File: src/rtl/pattern_pkg.sv
// Shared types and constants for the memory-game pattern stages.
package pattern_pkg;

  localparam int symWidth = 2;

  // Feedback taps x7, x5, x4, x3
  localparam logic [7:0] lfsrTaps = 8'hB8;

  typedef enum logic [2:0] {
    IDLE,
    GEN,
    SHOW_ON,
    SHOW_OFF,
    WAIT_IN,
    CHECK,
    WIN,
    LOSE
  } stateT;

endpackage

File: src/rtl/pattern_lfsr.sv
// 8-bit Fibonacci LFSR with parallel load and single-step advance.
module pattern_lfsr
  import pattern_pkg::*;
#(
  parameter logic [7:0] SEED = 8'hA5
) (
  input  logic       clk,
  input  logic       reset,
  input  logic       load,
  input  logic       step,
  input  logic [7:0] seed,
  output logic [7:0] value,
  output logic [7:0] nextValue
);

  assign nextValue = {value[6:0], ^(value & lfsrTaps)};

  always_ff @(posedge clk) begin
    if (reset) begin
      value <= SEED;
    end else if (load) begin
      value <= seed;
    end else if (step) begin
      value <= nextValue;
    end
  end

endmodule

File: src/rtl/pattern_stage.sv
// Memory-game sequence generator/presenter; drives the expected symbol to compareStage.
// Optional: PATTERN_STAGE_FREESEED_EN seeds the LFSR from a free-running counter at start.
module pattern_stage
  import pattern_pkg::*;
#(
  parameter int         DEPTH   = 8,
  parameter int         ON_CYC  = 4,
  parameter int         OFF_CYC = 2,
  parameter logic [7:0] SEED    = 8'hA5
) (
  input  logic       clk,
  input  logic       reset,
  input  logic       start,
  input  logic       buttonOn,
  input  logic       t,
  input  logic       f,
  output logic [1:0] data,
  output logic [1:0] show,
  output logic       showValid,
  output logic       inputPhase,
  output logic [4:0] level,
  output logic       win,
  output logic       lose
);

  localparam int IW = $clog2(DEPTH);

  stateT state, nextState;

  logic [4:0]          len;
  logic [IW-1:0]       idx;
  logic [15:0]         timer;
  logic [symWidth-1:0] mem [DEPTH];
  logic                prevBtn;

  logic btnRise, lastIdx, onDone, offDone, pass, startOk;
  logic lfsrLoad;
  logic [7:0] lfsrSeed, lfsrValue, lfsrNext;
  logic unusedLfsrBits;

  assign btnRise = buttonOn & ~prevBtn;
  assign lastIdx = (5'(idx) == len - 5'd1);
  assign onDone  = (timer == 16'(ON_CYC - 1));
  assign offDone = (timer == 16'(OFF_CYC - 1));
  assign pass    = t & ~f;
  assign startOk = start & ((state == IDLE) | (state == WIN) | (state == LOSE));
  assign level   = len;

`ifdef PATTERN_STAGE_FREESEED_EN
  logic [7:0] freeCnt;

  always_ff @(posedge clk) begin
    if (reset) begin
      freeCnt <= '0;
    end else begin
      freeCnt <= freeCnt + 8'd1;
    end
  end

  // Zero would lock the LFSR, so a zero count seeds with 1 instead
  assign lfsrLoad = start & (state == IDLE);
  assign lfsrSeed = (freeCnt == 8'd0) ? 8'h01 : freeCnt;
`else
  assign lfsrLoad = 1'b0;
  assign lfsrSeed = '0;
`endif

  pattern_lfsr #(.SEED(SEED)) lfsr (
    .clk      (clk),
    .reset    (reset),
    .load     (lfsrLoad),
    .step     (state == GEN),
    .seed     (lfsrSeed),
    .value    (lfsrValue),
    .nextValue(lfsrNext)
  );

  assign unusedLfsrBits = ^{lfsrValue, lfsrNext[7:2]};

  always_ff @(posedge clk) begin
    if (reset) begin
      state <= IDLE;
    end else begin
      state <= nextState;
    end
  end

  always_comb begin
    nextState = state;
    case (state)
      IDLE:     if (start) nextState = GEN;
      GEN:      nextState = SHOW_ON;
      SHOW_ON:  if (onDone) nextState = SHOW_OFF;
      SHOW_OFF: if (offDone) nextState = lastIdx ? WAIT_IN : SHOW_ON;
      WAIT_IN:  if (btnRise) nextState = CHECK;
      CHECK: begin
        if (!pass) begin
          nextState = LOSE;
        end else if (!lastIdx) begin
          nextState = WAIT_IN;
        end else begin
          nextState = (len == 5'(DEPTH)) ? WIN : GEN;
        end
      end
      WIN, LOSE: if (start) nextState = GEN;
      default:  nextState = IDLE;
    endcase
  end

  always_ff @(posedge clk) begin
    if (reset) begin
      len        <= '0;
      idx        <= '0;
      timer      <= '0;
      prevBtn    <= 1'b0;
      data       <= '0;
      show       <= '0;
      showValid  <= 1'b0;
      inputPhase <= 1'b0;
      win        <= 1'b0;
      lose       <= 1'b0;
      for (int unsigned i = 0; i < DEPTH; i++) mem[i] <= '0;
    end else begin
      prevBtn <= buttonOn;
      case (state)
        GEN: begin
          mem[len[IW-1:0]] <= lfsrNext[symWidth-1:0];
          len   <= len + 5'd1;
          idx   <= '0;
          timer <= '0;
        end
        SHOW_ON: timer <= onDone ? '0 : timer + 16'd1;
        SHOW_OFF: begin
          if (offDone) begin
            timer <= '0;
            idx   <= lastIdx ? '0 : idx + 1'b1;
          end else begin
            timer <= timer + 16'd1;
          end
        end
        CHECK: if (pass && !lastIdx) idx <= idx + 1'b1;
        default: begin
          if (startOk) begin
            len <= '0;
            idx <= '0;
            for (int unsigned i = 0; i < DEPTH; i++) mem[i] <= '0;
          end
        end
      endcase

      // Outputs decode the current state, so they follow state entry by one cycle
      showValid  <= (state == SHOW_ON);
      show       <= (state == SHOW_ON) ? mem[idx] : '0;
      data       <= ((state == WAIT_IN) || (state == CHECK)) ? mem[idx] : '0;
      inputPhase <= (state == WAIT_IN);
      win        <= (state == WIN);
      lose       <= (state == LOSE);
    end
  end

endmodule

File: config.mk
export PLATFORM = sky130hd
export DESIGN_NAME = pattern_stage
export DESIGN_NICKNAME = d
export VERILOG_FILES = /design/src/rtl/pattern_pkg.sv /design/src/rtl/pattern_lfsr.sv /design/src/rtl/pattern_stage.sv
export SDC_FILE = /design/constraint.sdc
export NUM_CORES = 1
export LEC_CHECK = 0
export ABC_AREA = 0
export CAP_MARGIN = 30
export CORE_ASPECT_RATIO = 0.7
export CORE_MARGIN = 8
export CORE_UTILIZATION = 53
export CTS_CLUSTER_DIAMETER = 50
export CTS_CLUSTER_SIZE = 10
export DETAILED_ROUTE_END_ITERATION = 7
export PLACE_DENSITY_LB_ADDON = 0.15
export SYNTH_ARGS = -nofsm -noshare
export SYNTH_HDL_FRONTEND = slang
export SYNTH_SLANG_ARGS = --single-unit
File: constraint.sdc
create_clock -name clk -period 4.55 [get_ports clk]
set_input_delay 0.455 -clock clk [delete_from_list [all_inputs] [get_ports clk]]
set_output_delay 0.455 -clock clk [all_outputs]
set_load 0.1 [all_outputs]
* Word level (Yosys, flattened, before mapping)
Memory sizes are Yosys's and may differ from the RTL's. A register that Yosys moved wholly into a read port is not among the register bits.
Index checks and enable logic that the tools add are counted.
** Operators by class
- $add $sub $neg :: 4
- Eq/ne operators :: 16
- Muxes and demuxes :: 41
- Bitwise gates (word level) :: 18
- Reductions and logical operators :: 17
** Operators with widths (count)
- 16-bit one-hot mux with 3 select lines :: 1
- 3-bit two-way mux :: 15
- 16-bit two-way mux :: 2
- 2-bit two-way mux :: 9
- 3-bit one-hot mux with 6 select lines :: 1
- 16-bit by 1-bit adder with 16-bit output, second input constant :: 1
- 16-bit by 1-bit == test with 1-bit output, second input constant :: 1
- 16-bit by 2-bit == test with 1-bit output, second input constant :: 1
- 3-bit == test, second input constant :: 4
- 3-bit one-hot mux with 4 select lines :: 1
- 1-bit two-way mux :: 10
- 1-bit bitwise OR :: 10
- 5-bit one-hot mux with 2 select lines :: 1
- 2-bit != test, second input constant :: 4
- 4-bit AND reduction :: 2
- 8-bit XOR reduction :: 1
- 3-bit by 2-bit == test with 1-bit output, second input constant :: 2
- 2-bit OR reduction :: 3
- 3-bit OR reduction :: 2
- 5-bit by 1-bit adder with 5-bit output, second input constant :: 1
- 3-bit by 5-bit == test with 1-bit output :: 1
- 5-bit by 4-bit == test with 1-bit output, second input constant :: 1
- 5-bit two-way mux :: 1
- 1-bit NOT :: 5
- other kinds (14) :: 16
** Storage, ports and cells
- Flip-flop bits (word level) :: 44
- Bits in writable memories :: 16
- Output and inout port bits :: 13
- Logic and storage cells :: 109
- Memories :: 1
** Memory list
- mem :: words 8, bits a word 2, rd ports 1, clocked after Yosys merged registers in 1, write ports 8, line pattern_stage.sv:33 : logic [symWidth-1:0] mem [DEPTH];

* Longest topological paths before layout
- Depth after elaboration :: 10
- Gate-level depth with buffers :: 8

* Hierarchy
A second synthesis with hierarchy kept.
** Unflattened totals
- Cell total of the unflattened synthesis :: 338
- Area, all modules :: 3196.8 um^2
** Modules (own cells, without submodules)
- pattern_stage :: times used 1, cells an instance 291, area an instance 2728.9 um^2
- pattern_lfsr :: times used 1, cells an instance 47, area an instance 467.9 um^2

* Worst setup path after synthesis
OpenSTA, ideal clock, no wires.
- Path type :: reg-to-reg
- Start :: reg len[0], in the netlist level[0]
- End :: reg (tool-made name)
- Setup time :: 0.119 ns
- Data arrival time :: 3.022 ns
- Data required time :: 4.431 ns
- Setup slack :: 1.409 ns
- Stages on the path, launching flop included :: 9
- Buffers on the path :: 0
- Clock period less this slack :: 3.141 ns
- Cells stage by stage :: dfxtp_1 -> inv_1 -> ha_1 -> xor2_1 -> or4b_4 -> a211oi_4 -> o21ai_1 -> and4_4 -> a31o_1
** RTL lines
- from (decl) :: line pattern_stage.sv:30 : logic [4:0] len;
- from (signal assigned) :: line pattern_stage.sv:128 : len <= len + 5'd1;

==> impl_metrics.json <==
{
  "outcome": "completed",
  "synth.avg_cell_area_um2": 8.90,
  "via_per_inst": 5.83,
  "synthArstFlopShare_pct": 0,
  "fin_skew_ns": 0.00821,
  "power.leakage_nw": 1.28,
  "synth_warnings": 0,
  "finalCritPeriodShare_pct": 58.1,
  "cts_tree": "done",
  "rows": 23,
  "track_usage_pct": 16.3,
  "fin_cells": 438,
  "cts_resized": 0,
  "p_per_area_nw_per_um2": 443,
  "synth_largest_area_cell": "dfxtp_1",
  "combPwrFrac_pct": 24.7,
  "dr.pass1.iters": 4,
  "postCtsSetupBuffers": 0,
  "endpoint_kind": "register",
  "gp_congestion": 0.828,
  "nets": 369,
  "synth.most_common_cell": "nand2_1",
  "ys_top_cells_by_area": "dfxtp_1 (31%), edfxtp_1 (16%), nand2_1 (6.2%)",
  "pwr-share-seq_pct": 44.3,
  "place_hpwl_mm": 4.64,
  "layout-drive-gt1-share_pct": 8.26,
  "required_ns": 4.78,
  "switching_power_mw": 0.529,
  "hold_violations": 0,
  "antenna_left": 0,
  "drt_iter0_drc": 138,
  "nFillCells": 497,
  "clockPowerShare_pct": 30.9,
  "setup_tns_ns": 0,
  "grt-ovfl-total": 0,
  "htree_num_levels": 3,
  "whs_ns": 0.458,
  "regArea_um2": 1420,
  "crit_path_start_kind": "register",
  "routed_wl_mm": 6.51,
  "p_int_mw": 1.01,
  "crit_arrival_ns": 2.87,
  "initial_utilization_pct": 54.0,
  "grt_max_degree": 18,
  "fmax_ghz": 0.379,
  "ys_seq_area_share_pct": 46.7,
  "core_area_um2": 5640,
  "cts.clk_slew.worst_paths_ns": 0.07,
  "avgRoutedWirePerCell_um": 14.9,
  "tightest_slew_ns": 0.984,
  "insertedDiodeCount": 0,
  "die-area_um2": 8460,
  "dpl.cell_count": 422,
  "dieWidth_um": 107,
  "synthFlopType": "dfxtp_1",
  "vias": 2553,
  "postSynthCellCount": 342,
  "grt_first_pass_wirelength_mm": 11.0,
  "cts_root_buffer": "clkbuf_8",
  "period_needed_ns": 2.64,
  "netlist_area_um2": 3040,
  "relSlewSlack_pct": 34.2,
  "clk_latency_ns": 0.34,
  "path_class": "reg -> reg",
  "dieHeight_um": 79.4,
  "rsz0062_at_grt": "no",
  "irDropWorstVdd_v": 0.000223,
  "grt_pass1_vias": 2181,
  "setup_viol": 0,
  "multi_input_area_um2": 1530,
  "clock_path_buffers": 2,
  "numCtsBuffers": 9,
  "pin_count": 19,
  "cp_max_fo": 10,
  "switching_share_pct": 34.4,
  "synth_common_cells": "nand2_1 (50), dfxtp_1 (47), nor2_1 (46)",
  "synth_edf_count": 16,
  "cts_sinks": 63,
  "yosys.cell_types.count": 53,
  "synth_nets": 353,
  "hold_path_class": "reg -> reg",
  "antenna_found_initial": 0,
  "area_growth_pct": 14.3,
  "drv_slew": 0,
  "drc_errors": 0,
  "synth_top_area_share_pct": 30.9,
  "cts_hold_buf": 0,
  "drv_cap": 0,
  "ys_ff_latch": 63,
  "port_buffers": 18
}
-- state kept, by name (all words and copies together), names as in the netlist, 2 cells and up, named ones only --
name and flops:
show 2, state 3, data 2, lfsr.value 8, timer 16, level 5
mem 16, idx 3
-- layout by cell type, fill, tap and decap left out, types with 2 or more instances in the layout --
cell / count
nor3_1: 8
clkdlybuf4s50_1: 18
inv_1: 11
and2_1: 7
nor4_1: 3
and3_1: 8
and4_1: 2
clkbuf_8: 11
dfxtp_1: 47
mux4_2: 4
o21ai_0: 11
nand2_1: 50
nand3_1: 12
a31oi_1: 4
nand2b_1: 3
nor3b_1: 6
a311oi_1: 8
xor2_1: 4
nor2_1: 46
mux2i_1: 3
nor2b_1: 4
edfxtp_1: 16
clkinv_2: 2
a211oi_1: 2
ha_1: 5
xnor2_1: 6
nand4_1: 7
a21oi_1: 22
a2111oi_0: 2
o211ai_1: 3
-- cell families (layout without fill, tap and decap cells) --
| family | Yosys count | in the layout | share of synthesized area, % |
|---|---|---|---|
| and+or+nand+nor | 163 | 163 | 25.9 |
| xor gates and xnor gates | 10 | 10 | 2.88 |
| muxes | 8 | 8 | 4.32 |
| adders and majority gates | 5 | 5 | 2.06 |
| buffers and inverters | 26 | 47 | 3.25 |
| AOI/OAI and AO/OA | 67 | 67 | 14.9 |
| DFF | 63 | 63 | 46.7 |
-- routing by layer --
layer	wire (µm)	vias to the layer above	share of wire, %	GRT usage [%]
met3	533	10	8.2	6.37
li1	-	1258	-	-
met2	2540	77	39	21.0
met4	101	0	1.6	4.90
met1	3330	1208	51	23.8
met5	0	-	0	0
-- critical path, stage by stage, from the launching register on --
cell	delay, ns
dfxtp_1	0.51
inv_1	0.14
ha_1	0.23
xor2_1	0.16
or4b_4	0.52
a211oi_4	0.44
o21ai_1	0.17
and4_4	0.19
a31o_1	0.18
-- through the flow --
stage / setup WS [ns] / util [%] / power [mW] / instance area [µm²]
floorplan: 1.41 / - / 0.978 / 3040
global placement: 1.85 / 58.1 / 1.07 / 3280
detailed placement: 1.81 / 58.1 / 1.07 / 3280
CTS: 1.92 / 61.7 / 1.55 / 3480
global route: 1.71 / 61.7 / 1.62 / 3480
finish: 1.91 / 61.7 / 1.54 / 3480
-- worst paths after layout --
path / startpoint / cells past startpoint / end / slack [ns]
min reg2reg: lfsr.value[2] / 2 / lfsr.value[3] / 0.46
max: level[1] / 8 / register / 1.91
max reg2reg: level[1] / 8 / register / 1.91
min: lfsr.value[2] / 2 / lfsr.value[3] / 0.46
-- final cells by class --
class | instances | area share, %
clock buffers | 12 | 5.07
inverters | 12 | 1.29
multi-input cells | 253 | 43.9
well taps | 75 | 2.70
repair buffers | 19 | 5.39
clock inverters | 4 | 0.755
flip-flops and latches | 63 | 40.8
-- power groups by stage --
| stage | registers, mW | logic [mW] | clock network (mW) |
|---|---|---|---|
| floorplan | 0.707 | 0.271 | 0 |
| global placement | 0.694 | 0.374 | 0 |
| detailed placement | 0.695 | 0.376 | 0 |
| CTS | 0.682 | 0.378 | 0.485 |
| global route | 0.690 | 0.421 | 0.511 |
| finish | 0.683 | 0.381 | 0.476 |
Power figures use the tool's default switching activity.
